[src/rtl/mem_ctrl.sv]
// rtl/mem_ctrl.sv - byte-wide RAM port arbiter/sequencer for IF fetch and MEM-stage accesses
//
// Shares one byte-wide RAM port between instruction fetch and the MEM stage.
// MEM wins arbitration; a granted transaction always runs to completion.
// Reads assemble little-endian words one byte per cycle, writes split words into bytes.
//
// Ports:
//   clk_in, rst_in        clock (rising edge), synchronous active-high reset
//   if_req_in/if_addr_in  fetch request (always a 4-byte read), held until if_done_out
//   if_done_out           one-cycle fetch-complete pulse
//   if_data_out           fetched word, held until the next IF grant
//   mem_req_in            MEM request, held until mem_done_out
//   mem_we_in             1 = write, 0 = read
//   mem_size_in           00 = 1 byte, 01 = 2 bytes, 1x = 4 bytes
//   mem_addr_in           start byte address
//   mem_wdata_in          write data, byte k = bits [8k+7:8k]
//   mem_done_out          one-cycle MEM-complete pulse
//   mem_rdata_out         zero-extended read data, held until the next MEM grant
//   ram_din_in            RAM read data, valid the cycle after ram_a_out is presented
//   ram_dout_out          RAM write data
//   ram_a_out             RAM byte address
//   ram_wr_out            write strobe, committed at the next edge

module mem_ctrl #(
    parameter int ADDR_WIDTH = 32
) (
    input  logic                  clk_in,
    input  logic                  rst_in,
    input  logic                  if_req_in,
    input  logic [ADDR_WIDTH-1:0] if_addr_in,
    output logic                  if_done_out,
    output logic [31:0]           if_data_out,
    input  logic                  mem_req_in,
    input  logic                  mem_we_in,
    input  logic [1:0]            mem_size_in,
    input  logic [ADDR_WIDTH-1:0] mem_addr_in,
    input  logic [31:0]           mem_wdata_in,
    output logic                  mem_done_out,
    output logic [31:0]           mem_rdata_out,
    input  logic [7:0]            ram_din_in,
    output logic [7:0]            ram_dout_out,
    output logic [ADDR_WIDTH-1:0] ram_a_out,
    output logic                  ram_wr_out
);

    localparam logic [1:0] S_IDLE  = 2'd0;
    localparam logic [1:0] S_READ  = 2'd1;
    localparam logic [1:0] S_WRITE = 2'd2;
    localparam logic [1:0] S_DONE  = 2'd3;

    localparam logic OWN_IF  = 1'b0;
    localparam logic OWN_MEM = 1'b1;

    logic [1:0]            state;
    logic                  owner;
    logic [2:0]            n_bytes;
    logic [ADDR_WIDTH-1:0] base;
    logic [31:0]           wdata;
    logic [2:0]            issue_idx;
    logic [1:0]            cap_idx;
    // Two-stage pipeline of "a read byte was issued": the RAM returns data one
    // cycle after the address, and it is registered into the lane one edge later.
    logic                  issued_d1;
    logic                  issued_d2;

    logic                  grant_mem;
    logic                  grant_if;
    logic                  grant_any;
    logic                  g_we;
    logic [2:0]            g_n;
    logic [ADDR_WIDTH-1:0] g_addr;

    // Arbitration. The edge ending DONE may hand the port to the other
    // requester only; the finishing owner may still show req high on that
    // edge and must not be granted a second time.
    always_comb begin
        grant_mem = 1'b0;
        grant_if  = 1'b0;
        case (state)
            S_IDLE: begin
                if (mem_req_in) begin
                    grant_mem = 1'b1;
                end else if (if_req_in) begin
                    grant_if = 1'b1;
                end
            end
            S_DONE: begin
                if (owner == OWN_IF) begin
                    grant_mem = mem_req_in;
                end else begin
                    grant_if = if_req_in;
                end
            end
            default: begin
                grant_mem = 1'b0;
                grant_if  = 1'b0;
            end
        endcase
    end

    always_comb begin
        grant_any = grant_mem | grant_if;
        g_we      = grant_mem & mem_we_in;
        g_addr    = grant_mem ? mem_addr_in : if_addr_in;
        if (grant_mem) begin
            case (mem_size_in)
                2'b00:   g_n = 3'd1;
                2'b01:   g_n = 3'd2;
                default: g_n = 3'd4;
            endcase
        end else begin
            g_n = 3'd4;
        end
    end

    always_ff @(posedge clk_in) begin
        if (rst_in) begin
            state         <= S_IDLE;
            owner         <= OWN_IF;
            n_bytes       <= 3'd0;
            base          <= '0;
            wdata         <= 32'd0;
            issue_idx     <= 3'd0;
            cap_idx       <= 2'd0;
            issued_d1     <= 1'b0;
            issued_d2     <= 1'b0;
            ram_wr_out    <= 1'b0;
            ram_a_out     <= '0;
            ram_dout_out  <= 8'd0;
            if_done_out   <= 1'b0;
            mem_done_out  <= 1'b0;
            if_data_out   <= 32'd0;
            mem_rdata_out <= 32'd0;
        end else begin
            if_done_out  <= 1'b0;
            mem_done_out <= 1'b0;

            case (state)
                S_IDLE, S_DONE: begin
                    ram_wr_out <= 1'b0;
                    if (grant_any) begin
                        owner     <= grant_mem ? OWN_MEM : OWN_IF;
                        base      <= g_addr;
                        n_bytes   <= g_n;
                        wdata     <= mem_wdata_in;
                        cap_idx   <= 2'd0;
                        // byte 0 goes out on the granting edge itself
                        issue_idx <= 3'd1;
                        issued_d1 <= ~g_we;
                        issued_d2 <= 1'b0;
                        ram_a_out <= g_addr;
                        ram_wr_out <= g_we;
                        if (g_we) begin
                            ram_dout_out <= mem_wdata_in[7:0];
                        end
                        if (grant_mem) begin
                            mem_rdata_out <= 32'd0;
                        end else begin
                            if_data_out <= 32'd0;
                        end
                        state <= g_we ? S_WRITE : S_READ;
                    end else begin
                        state <= S_IDLE;
                    end
                end

                S_READ: begin
                    if (issue_idx < n_bytes) begin
                        ram_a_out <= base + ADDR_WIDTH'(issue_idx);
                        issue_idx <= issue_idx + 3'd1;
                        issued_d1 <= 1'b1;
                    end else begin
                        issued_d1 <= 1'b0;
                    end
                    issued_d2 <= issued_d1;

                    if (issued_d2) begin
                        if (owner == OWN_MEM) begin
                            mem_rdata_out[{cap_idx, 3'b000} +: 8] <= ram_din_in;
                        end else begin
                            if_data_out[{cap_idx, 3'b000} +: 8] <= ram_din_in;
                        end
                        cap_idx <= cap_idx + 2'd1;
                        if ({1'b0, cap_idx} == n_bytes - 3'd1) begin
                            if (owner == OWN_MEM) begin
                                mem_done_out <= 1'b1;
                            end else begin
                                if_done_out <= 1'b1;
                            end
                            state <= S_DONE;
                        end
                    end
                end

                S_WRITE: begin
                    if (issue_idx < n_bytes) begin
                        ram_a_out    <= base + ADDR_WIDTH'(issue_idx);
                        ram_dout_out <= wdata[{issue_idx[1:0], 3'b000} +: 8];
                        ram_wr_out   <= 1'b1;
                        issue_idx    <= issue_idx + 3'd1;
                    end else begin
                        // last byte was committed on this edge
                        ram_wr_out   <= 1'b0;
                        mem_done_out <= 1'b1;
                        state        <= S_DONE;
                    end
                end

                default: begin
                    state <= S_IDLE;
                end
            endcase
        end
    end

endmodule

[config.mk]
export PLATFORM = sky130hd
export DESIGN_NAME = mem_ctrl
export DESIGN_NICKNAME = d
export VERILOG_FILES = /design/src/rtl/mem_ctrl.sv
export SDC_FILE = /design/constraint.sdc
export NUM_CORES = 1
export LEC_CHECK = 0
export BUFFER_PORTS_ARGS = -buffer_cell sky130_fd_sc_hd__buf_2
export CORE_ASPECT_RATIO = 0.7
export CORE_MARGIN = 2
export CORE_UTILIZATION = 35
export DETAILED_ROUTE_END_ITERATION = 8
export MAX_ROUTING_LAYER = met4
export PLACE_DENSITY = 0.65
export RECOVER_POWER = 100
export SLEW_MARGIN = 30
export SYNTH_ARGS = -nofsm -noshare
export SYNTH_HDL_FRONTEND = slang
export SYNTH_SLANG_ARGS = --single-unit
[constraint.sdc]
create_clock -name clk_in -period 2.3 [get_ports clk_in]
set_input_delay 0.115 -clock clk_in [delete_from_list [all_inputs] [get_ports clk_in]]
set_output_delay 0.115 -clock clk_in [all_outputs]
set_load 0.02 [all_outputs]
; Word level (Yosys, flattened, before mapping)
; Index checks and enable logic that the tools add are counted.
[op_classes]
add_sub_neg = 5
mul = 0
shift = 3
magnitude_cmp = 1
reduce_logical = 15
div_mod_pow = 0
bitwise_logic = 6
muxes = 55
n_eq_ne = 16
[op_table]
columns = op, count
row1 = $mux 32, 11
row2 = $pmux 32 s2, 3
row3 = $bwmux 32, 2
row4 = $add 32x3->32, 1
row5 = $shift 8x7->32 const A, 1
row6 = $shiftx 32x6->8, 1
row7 = $shiftx 8x7->32, 1
row8 = $mux 8, 3
row9 = $ne 2x2->1 const B, 10
row10 = $pmux 8 s2, 1
row11 = $mux 1, 15
row12 = $mux 2, 7
row13 = $pmux 1 s2, 6
row14 = $pmux 3 s2, 2
row15 = $reduce_and 5->1, 2
row16 = $mux 3, 3
row17 = $neg 5->7, 1
row18 = $pmux 2 s3, 1
row19 = $reduce_and 2->1, 3
row20 = $reduce_and 3->1, 2
row21 = $eq 2x1->1 const B, 2
row22 = $eq 2x2->1 const B, 2
row23 = $logic_not 2->1, 2
row24 = $not 1->1, 4
row25 = 13 further kinds, 15
[word_totals]
ff_bits = 184
input_bits = 111
rom_bits = 0
latchBits = 0
n_memories = 0
out_inout_bits = 107
elab_cells = 117
ram_bits = 0

; Depth between registers and ports, before layout
; Gate-level depths: netlist of the first run.
[depth]
word_depth = 6
mapped_depth = 12
ltp_nobuf = 8

; Worst setup path before layout of the first run
; OpenSTA, ideal clock, no wires.
[synth_path]
path_type = reg2reg
startpoint = reg state[0]
endpoint = reg mem_rdata_out[16]
n_path_buf = 2
path_stages_with_launch = 10
setup_time_ps = 128
slack_ps = 16
arrival_ps = 2156
period_less_slack_ps = 2284
path_cell_list = dfxtp_1 inv_1 ha_1 buf_2 a211oi_2 a211o_4 buf_6 nor3_4 mux2i_1 nor2_1
[synth_via]
elab_chain_len = 5
[synth_lines]
columns = element, line_no
row1 = from (decl), 54  ; logic [1:0] state;
row2 = from (signal assigned), 161  ; state <= g_we ? S_WRITE : S_READ;
row3 = $eq 2x2->1 or $logic_not 2->1 (tied branches), "79, 138"
row4 = $pmux 1 s2, 79  ; case (state)
row5 = $or 1x1->1, 102  ; grant_any = grant_mem | grant_if;
row6 = $ne 2x2->1 (no source line), -
row7 = $reduce_and 5->1 (no source line), -
row8 = "to (signal, indexed assignment)", 179  ; mem_rdata_out[{cap_idx, 3'b000} +: 8] <= ram_din_in;
row9 = to (decl), 39  ; output logic [31:0] mem_rdata_out,
; Several ways; a longest one is shown, not always the timed one.
; A chain may end at the register's enable or synchronous reset.

; Worst setup path after layout of the first run
[layout_path]
startpoint = reg state[0]
endpoint = reg base[6]
[layout_via]
elab_chain_len = 4
[layout_lines]
columns = element, line_no
row1 = $eq 2x2->1 or $logic_not 2->1 (tied branches), "79, 138"
row2 = $pmux 1 s2, 79
row3 = $or 1x1->1, 102
row4 = $reduce_and 2->1 (no source line), -
row5 = to (signal assigned), 143  ; base <= g_addr;
row6 = to (decl), 57  ; logic [ADDR_WIDTH-1:0] base;
; Several ways; a longest one is shown, not always the timed one.

==> results of run 1 <==
[stage by stage]
step / util [%] / setup slack, ps
finish: 47.69 / 45.98
global route: 47.68 / -46.60
CTS: 48.17 / 1.805
detailed placement: 43.21 / -72.06
global placement: 43.21 / -9.091
floorplan: - / 16.35
[area by class of cell]
cell class / count / area, µm²
Sequential cell: 184 / 3686
Multi-Input combinational cell: 762 / 4846
Fill cell: 2441 / 12910
Clock inverter: 10 / 168.9
Tap cell: 325 / 406.6
Clock buffer: 22 / 454.2
Antenna cell: 1 / 2.502
Timing Repair Buffer: 343 / 2160
Inverter: 13 / 48.80
[power groups by stage]
stage               clock, W  sequential (W)  combinational (W)
floorplan                  0         0.00492            0.00444
global route         0.00335         0.00475            0.00830
detailed placement         0         0.00469            0.00761
CTS                  0.00323         0.00463            0.00774
global placement           0         0.00468            0.00752
finish               0.00316         0.00466            0.00761
[cells by family after synthesis]
family          count (synthesis)  share of synthesized area, %
simple gates                  417                         21.82
compound gates                201                         14.60
flops                         184                         41.90
mux                            98                         12.38
buf+inv                        81                         3.913
xor+xnor                       29                         2.889
fa+ha+maj                      17                         2.505
[cells in the mapped netlist, types with 5 or more instances]
cell / number / area [µm²]
nand2_1: 166 / 623.1
nand2b_1: 5 / 31.28
a21oi_1: 91 / 455.4
and3_1: 5 / 31.28
dfxtp_1: 184 / 3684
o21ai_0: 19 / 95.09
nand3_1: 43 / 215.2
clkbuf_1: 47 / 176.4
buf_2: 14 / 70.07
or3_1: 5 / 31.28
ha_1: 16 / 200.2
mux2i_1: 84 / 840.8
inv_1: 13 / 48.80
and2_1: 34 / 212.7
mux2_2: 6 / 67.56
xor2_1: 17 / 148.9
nand4_1: 11 / 68.82
a211oi_1: 37 / 277.8
nor3_1: 14 / 70.07
nor2_1: 110 / 412.9
a2bb2oi_1: 5 / 43.79
xnor2_1: 12 / 105.1
mux4_2: 8 / 180.2
[sequential cells by signal (all words and copies together), names as in the netlist, 2 cells and up]
name / flops
base: 32
mem_rdata_out: 32
ram_a_out: 32
state: 2
wdata: 32
n_bytes: 3
if_data_out: 32
cap_idx: 2
ram_dout_out: 8
issue_idx: 3
[per-layer routing]
metal  global-route usage, %  up-vias  routed length [µm]
li1                        -     4180                   -
met1                   29.21     4055               13900
met2                   30.99      290               11900
met3                   4.633       28                1775
met4                   6.064        0                 355
met5                       -        -                   0
[final timing paths]
kind | from | end | slack (ps) | cells after the start
hold / removal | mem_addr_in[0] | base[0] | 30 | 3
hold reg to reg | wdata[29] | wdata[29] | 450 | 2
setup reg to reg | state[0] | base[6] | 50 | 7
setup / recovery | state[0] | base[6] | 50 | 7
[worst max-delay path, stage by stage, from the launching register on]
cell	delay, ps
dfxtp_2	350
inv_1	90
ha_4	280
clkbuf_2	160
nor3b_1	310
clkbuf_4	490
mux2i_1	130
a211oi_1	340
[repair_timing]
item	in CTS	in global routing
resized for setup	4	21
endpoints found under the setup margin	13	148
hold endpoints to repair	58	0
gates cloned	0	0
pin swaps	0	4
setup buffers	0	2
hold buffers	59	0
==> flow_summary.json, run 1 <==
{
  "drtIter0Drc": 472,
  "p_comb_share_pct": 49.3,
  "postRouteAntennaNets": 0,
  "numCtsBuffers": 17,
  "final_common_cell": "dfxtp_1",
  "tritoncts": "yes",
  "grt_pass1_vias": 8151,
  "pin_count": 218,
  "cts_root_buf": "clkbuf_16",
  "clock-sinks": 184,
  "seq_area_frac_synth_pct": 41.90,
  "grt_max_degree": 85,
  "clock_skew_ps": 12.66,
  "first_pass_iters": 5,
  "fin_area_um2": 11770,
  "drc_errors": 0,
  "netSwitchingPower_w": 0.006418,
  "antenna_found_initial": 0,
  "die_area_um2": 26420,
  "port_buffers": 217,
  "crit_fanout": 21,
  "clk_latency_ps": 440,
  "finalPower_w": 0.01543,
  "cp.required_ps": 2620,
  "worstMarginPinSlew_ps": 606.8,
  "synth-edff-count": 0,
  "layout_common_cells": "dfxtp_1, nand2_1, clkbuf_1",
  "irDropWorstVdd_mv": 0.6960,
  "dr_total_vias": 8553,
  "htreeDepth": 4,
  "async_flop_share_pct": 0,
  "status": "completed",
  "cp.arrival_ps": 2570,
  "floorplan.rows": 48,
  "cellPowerDensity_nw_per_um2": 1311,
  "dp.cells": 1566,
  "synth_flop_cell": "dfxtp_1",
  "vias_per_cell": 5.152,
  "p_sw_share_pct": 41.59,
  "grtUsageTotal_pct": 21.14,
  "synthCells": 1027,
  "hp-class": "input port to flip-flop",
  "start_util_pct": 35.62,
  "p_clk_share_pct": 20.5,
  "grt_setup_unrepaired": "true",
  "path_class": "flip-flop to flip-flop",
  "whs_ps": 30.62,
  "place_area_um2": 10670,
  "synth.distinct_cells": 59,
  "internal_power_w": 0.009015,
  "die_w_um": 193.4,
  "pwr-share-seq_pct": 30.2,
  "setup.worst_path.start_class": "flip-flop",
  "final_layout_size_suffix_gt1_share_pct": 18.44,
  "cts.clk_slew.worst_paths_ps": 70,
  "core_area_um2": 24680,
  "synthToLayoutAreaGrowth_pct": 33.90,
  "p_leak_nw": 4.599,
  "setup_tns_ps": 0,
  "die_h_um": 136.6,
  "syn_area_um2": 8792,
  "syn_nets": 1155,
  "hold_viol": 0,
  "yosys_register_bits": 184,
  "max_freq_mhz": 443.7,
  "end_kind": "flip-flop",
  "dp_hpwl_um": 19870,
  "maxSlewHeadroom_pct": 59.55,
  "setup_violations": 0,
  "ys_warn_count": 0,
  "fin_crit_ps": 2254,
  "cap_violations": 0,
  "wl_um": 27930,
  "nNetsFinal": 1449,
  "clockBufferDepth": 2,
  "overflow": 0,
  "place_congestion": 0.8680,
  "routedWlPerCell_um": 16.83,
  "syn_avg_cell_area_um2": 8.561,
  "post-route-period-util_pct": 98.00,
  "instances_no_fill": 1660,
  "grt_pass1_wl_um": 43190,
  "maxSlewViolCount": 0
}
Power figures use the tool's default switching activity.
==> run 2, diff against run 1 <==
==> constraint.sdc (replaced) <==
create_clock -name clk_in -period 2.3 [get_ports clk_in]
set_input_delay 0.345 -clock clk_in [delete_from_list [all_inputs] [get_ports clk_in]]
set_output_delay 0.345 -clock clk_in [all_outputs]
set_load 0.02 [all_outputs]
==> flow_summary.json, run 2 (synthesized netlist as in run 1, its figures left out) <==
{
  "fin_area_um2": 11300,
  "grt_max_degree": 86,
  "post-route-period-util_pct": 94.71,
  "r2r-end": "if_data_out[30]",
  "drtIter0Drc": 571,
  "layout_common_cells": "dfxtp_1, nand2_1, buf_2",
  "grt_pass1_vias": 7823,
  "crit_fanout": 10,
  "holdCritStartpoint": "mem_wdata_in[20]",
  "nFillCells": 2416,
  "dr_total_vias": 8352,
  "irDropWorstVdd_mv": 0.7514,
  "core_area_um2": 24680,
  "maxSlewHeadroom_pct": 61.58,
  "antennaDiodeCount": 0,
  "final_layout_size_suffix_gt1_share_pct": 19.92,
  "pin_count": 218,
  "p_clk_share_pct": 20.2,
  "holdPathEnd": "wdata[20]",
  "p_comb_share_pct": 50.1,
  "p_sw_share_pct": 41.61,
  "pwr-share-seq_pct": 29.7,
  "status": "completed",
  "cap_violations": 0,
  "tritoncts": "yes",
  "place_area_um2": 10670,
  "hold_viol": 0,
  "maxSlewViolCount": 0,
  "max_freq_mhz": 459.1,
  "port_buffers": 217,
  "antenna_found_initial": 1,
  "final_common_cell": "dfxtp_1",
  "die_w_um": 193.4,
  "dp_hpwl_um": 20110,
  "rr_worst_depth": 10,
  "cts_root_buf": "clkbuf_16",
  "setup.worst_path.start_class": "flip-flop",
  "grt_pass1_wl_um": 42920,
  "grt_setup_unrepaired": "true",
  "die_h_um": 136.6,
  "netSwitchingPower_w": 0.006516,
  "rrSetupSlack_ps": 120,
  "routedWlPerCell_um": 17.17,
  "cp.required_ps": 2640,
  "clock_skew_ps": 11.44,
  "cellPowerDensity_nw_per_um2": 1386,
  "p_leak_nw": 4.401,
  "floorplan.rows": 48,
  "overflow": 0,
  "internal_power_w": 0.009143,
  "vias_per_cell": 5.220,
  "ctsHoldBuffers": 0,
  "die_area_um2": 26420,
  "nNetsFinal": 1390,
  "cts.clk_slew.worst_paths_ps": 70,
  "place_congestion": 0.8587,
  "grtUsageTotal_pct": 21.09,
  "end_kind": "flip-flop",
  "first_pass_iters": 5,
  "numCtsBuffers": 17,
  "fin_crit_ps": 2178,
  "worstMarginPinSlew_ps": 576.3,
  "finalPower_w": 0.01566,
  "hold_path_depth": 3,
  "wl_um": 27480,
  "start_util_pct": 35.62,
  "clk_latency_ps": 430,
  "hp-class": "input port to flip-flop",
  "clock-sinks": 184,
  "clockBufferDepth": 2,
  "postRouteAntennaNets": 0,
  "setup_violations": 0,
  "path_class": "flip-flop to flip-flop",
  "synthToLayoutAreaGrowth_pct": 28.52,
  "htreeDepth": 4,
  "cp.arrival_ps": 2520,
  "drc_errors": 0,
  "rr_startpoint": "state[0]"
}
run 2: cell count changes in the layout (fill, tap and decap cells not counted), moves of 2 or more:
cell / delta
clkbuf_1: -5
clkbuf_2: -2
clkinvlp_4: -3
dlygate4sd3_1: -59
inv_6: +4
nor3_4: +2
buf_12: +5
nor3_2: -2
clkbuf_8: +2
buf_4: +4
clkbuf_4: -4
run 2: worst max-delay path by stage:
stage	startpoint	end	slack [ps]	cells after the start
2_1_floorplan	state[0]	mem_rdata_out[16]	20	9
3_3_place_gp	base[0]	ram_a_out[26]	20	8
3_5_place_dp	base[0]	ram_a_out[26]	-90	8
4_1_cts	state[0]	ram_a_out[30]	40	8
5_1_grt	state[0]	if_data_out[8]	-30	10
6_report	state[0]	if_data_out[30]	120	10
run 2: timing repair:
action	in CTS	in global routing
gates resized for setup	5	20
setup buffers	0	1
pin swaps	0	4
endpoints found under the setup margin	16	110
run 2: metrics by stage:
step	instances	setup TNS [ps]	hold WS (ps)	worst slack, ps	util [%]
2_1_floorplan	1027	0	428.6	16.35	-
3_3_place_gp	1567	0	434.7	15.63	43.24
3_5_place_dp	1567	-179.1	443.7	-86.71	43.24
4_1_cts	1599	0	141.5	40.18	45.87
5_1_grt	1600	-140.4	142.0	-28.43	45.78
6_report	1600	0	157.6	121.8	45.78
run 2: final cells by class:
type,instances,area [µm²],share of cell area [%]
multi-input combinational,762,4887,43.25
sequential,184,3686,32.62
timing repair buffer,284,1640,14.52
clock buffer,21,470.5,4.163
tap,325,406.6,3.599
clock inverter,11,160.2,1.417
inverter,13,48.80,0.4318
run 2: power groups by stage:
| stage | sequential (W) | clock (W) | combinational, W |
|---|---|---|---|
| after floorplan | 0.00492 | 0 | 0.00444 |
| after global placement | 0.00467 | 0 | 0.00753 |
| after detailed placement | 0.00469 | 0 | 0.00763 |
| after CTS | 0.00462 | 0.00324 | 0.00771 |
| after global routing | 0.00475 | 0.00336 | 0.00854 |
| final | 0.00465 | 0.00316 | 0.00784 |
run 2: worst max-delay path: stages (launching register included):
cell and delay (ps):
dfxtp_2 330, buf_4 140, ha_1 210, buf_4 150, a211oi_4 380, buf_4 200
nor3_4 40, buf_12 140, nand2_1 240, nand2_1 90, a21oi_1 180
run 2: routing by layer:
layer | track usage, % | part of all wire [%] | up-vias | wire, µm
li1 | - | - | 4087 | -
met1 | 30.89 | 50 | 3950 | 13830
met2 | 29.98 | 42 | 289 | 11600
met3 | 3.869 | 6.4 | 26 | 1770
met4 | 4.538 | 1.0 | 0 | 282
met5 | - | 0 | - | 0
==> run 3, diff against run 2 <==
--- a/config.mk
+++ b/config.mk
@@ -10,10 +10,10 @@
 export CORE_MARGIN = 2
 export CORE_UTILIZATION = 35
 export DETAILED_ROUTE_END_ITERATION = 8
+export GPL_TIMING_DRIVEN = 0
 export MAX_ROUTING_LAYER = met4
 export PLACE_DENSITY = 0.65
 export RECOVER_POWER = 100
-export SLEW_MARGIN = 30
 export SYNTH_ARGS = -nofsm -noshare
 export SYNTH_HDL_FRONTEND = slang
 export SYNTH_SLANG_ARGS = --single-unit
==> flow_summary.json, run 3 (synthesized netlist as in run 1, its figures left out) <==
{
  "status": "completed",
  "grt_pass1_vias": 8157,
  "crit_fanout": 10,
  "globalRouteMet3Util_pct": 6.703,
  "postRouteAntennaNets": 0,
  "port_buffers": 216,
  "drc_errors": 0,
  "first_pass_iters": 5,
  "dp_hpwl_um": 22880,
  "routedWlPerCell_um": 19.38,
  "clock-sinks": 184,
  "holdCritStartpoint": "mem_wdata_in[31]",
  "cp.required_ps": 2570,
  "overflow": 0,
  "use_met1_pct": 33.92,
  "setup_slack_ps": 3.719,
  "antenna_found_initial": 2,
  "numCtsBuffers": 17,
  "end_kind": "flip-flop",
  "worstMarginPinSlew_ps": 966.2,
  "instances_no_fill": 1622,
  "rr_startpoint": "state[0]",
  "tritoncts": "yes",
  "clock_skew_ps": 10.01,
  "dp.cells": 1568,
  "hold_path_depth": 3,
  "cts.clk_slew.worst_paths_ps": 70,
  "setup.worst_path.start_class": "flip-flop",
  "hold_viol": 0,
  "cellPowerDensity_nw_per_um2": 1420,
  "final_layout_size_suffix_gt1_share_pct": 20.68,
  "whs_ps": 158.7,
  "synthToLayoutAreaGrowth_pct": 30.10,
  "die_area_um2": 26420,
  "core_area_um2": 24680,
  "fin_crit_ps": 2296,
  "rrSetupSlack_ps": 4,
  "slowest_stage": "dfxtp_4",
  "vias_per_cell": 5.349,
  "start_util_pct": 35.62,
  "holdPathEnd": "wdata[31]",
  "post-route-period-util_pct": 99.84,
  "pin_count": 218,
  "max_freq_mhz": 435.5,
  "slowest_delay_ps": 390,
  "r2r-end": "ram_a_out[4]",
  "maxSlewViolCount": 0,
  "place_ws_ps": -773.0,
  "clockBufferDepth": 2,
  "layout_common_cells": "dfxtp_1, nand2_1, clkbuf_1",
  "cap_violations": 0,
  "grt_busiest_layer": "met1",
  "hp-class": "input port to flip-flop",
  "met2_usage_pct": 33.41,
  "wl_um": 31440,
  "path_class": "flip-flop to flip-flop",
  "cp.arrival_ps": 2570,
  "dr_total_vias": 8676,
  "grtUsageTotal_pct": 23.90,
  "cts_root_buf": "clkbuf_16",
  "die_w_um": 193.4,
  "clk_latency_ps": 430,
  "grt_pass1_wl_um": 47040,
  "timing.critical_path.mode_cell": "o211ai_1",
  "place_congestion": 0.8828,
  "nFillCells": 2464,
  "grt_setup_unrepaired": "true",
  "floorplan.rows": 48,
  "nNetsFinal": 1411,
  "maxSlewHeadroom_pct": 35.58,
  "rr_worst_depth": 10,
  "final_common_cell": "dfxtp_1",
  "drtIter0Drc": 810,
  "utilization_pct": 46.34,
  "path_cells": "inv_4 > ha_4 > clkinvlp_4 > clkbuf_4 > o211ai_1 > clkbuf_8 > mux2i_4 > nand2_1 > o211ai_1 > a21oi_1",
  "setup_violations": 0,
  "die_h_um": 136.6,
  "htreeDepth": 4,
  "ctsHoldBuffers": 0,
  "p_leak_nw": 4.378,
  "grt_max_degree": 17,
  "irDropWorstVdd_mv": 0.7261
}
[run 3: changes by cell type in the layout (fill, tap and decap cells not counted), moves of 3 or more]
cell        change
clkbuf_1       +24
buf_4          -22
clkbuf_2       +11
buf_12          -7
buf_2           +7
clkbuf_4        +4
mux2i_4         +4
clkinvlp_4      +3
nor3_1          -3
nor3_4          +3
[run 3: how the worst max path moves through the flow]
stage          slack (ps)           endpoint       start
6_report                4       ram_a_out[4]    state[0]
5_1_grt               -70  mem_rdata_out[28]    state[0]
4_1_cts               -80    if_data_out[29]  cap_idx[0]
3_5_place_dp         -770           base[20]    state[0]
3_3_place_gp         -670           base[20]    state[0]
2_1_floorplan          20  mem_rdata_out[16]    state[0]
[run 3: report_power, final]
part / total [W] / switching, W / internal (W)
combinational: 0.00825 / 0.00499 / 0.00326
sequential: 0.00469 / 0.000651 / 0.00404
clock: 0.00330 / 0.00135 / 0.00195
total: 0.0162 / 0.00699 / 0.00925
[run 3: final cells by class]
| type | count | area, µm² | area share [%] |
|---|---|---|---|
| Antenna cell | 1 | 2.502 | 0.02188 |
| Buffer | 62 | 385.4 | 3.369 |
| Clock buffer | 19 | 432.9 | 3.785 |
| Clock inverter | 13 | 217.7 | 1.903 |
| Inverter | 13 | 57.56 | 0.5032 |
| Multi-Input combinational cell | 762 | 5017 | 43.86 |
| Sequential cell | 184 | 3694 | 32.29 |
| Tap cell | 325 | 406.6 | 3.555 |
| Timing Repair Buffer | 243 | 1225 | 10.71 |
[run 3: repair_timing]
action,CTS,global route
setup endpoints to repair,176,158
pin swaps,11,13
gates cloned,1,0
gates resized for setup,66,61
buffers inserted,13,13
[run 3: layer usage]
layer	wire length, µm	vias to the layer above
met2	13290	382
met5	0	-
met1	14810	4134
met3	3090	21
li1	-	4139
met4	254	0
[run 3: critical path, delay by kind of cell (launching register included)]
family	cells	cell delay, ps
AOI/OAI and AO/OA	3	450
muxes	1	260
and+or+nand+nor	1	70
buffers and inverters	4	680
adders and majority gates	1	280
DFF	1	390
[run 3: per-stage QoR]
| step | area (µm²) | total power (W) | TNS, ps |
|---|---|---|---|
| after floorplan | 8792 | 0.009354 | 0 |
| after global placement | 10280 | 0.01144 | -59700 |
| after detailed placement | 10280 | 0.01155 | -69750 |
| after CTS | 11310 | 0.01578 | -922.1 |
| after global routing | 11440 | 0.01712 | -1087 |
| final | 11440 | 0.01624 | 0 |
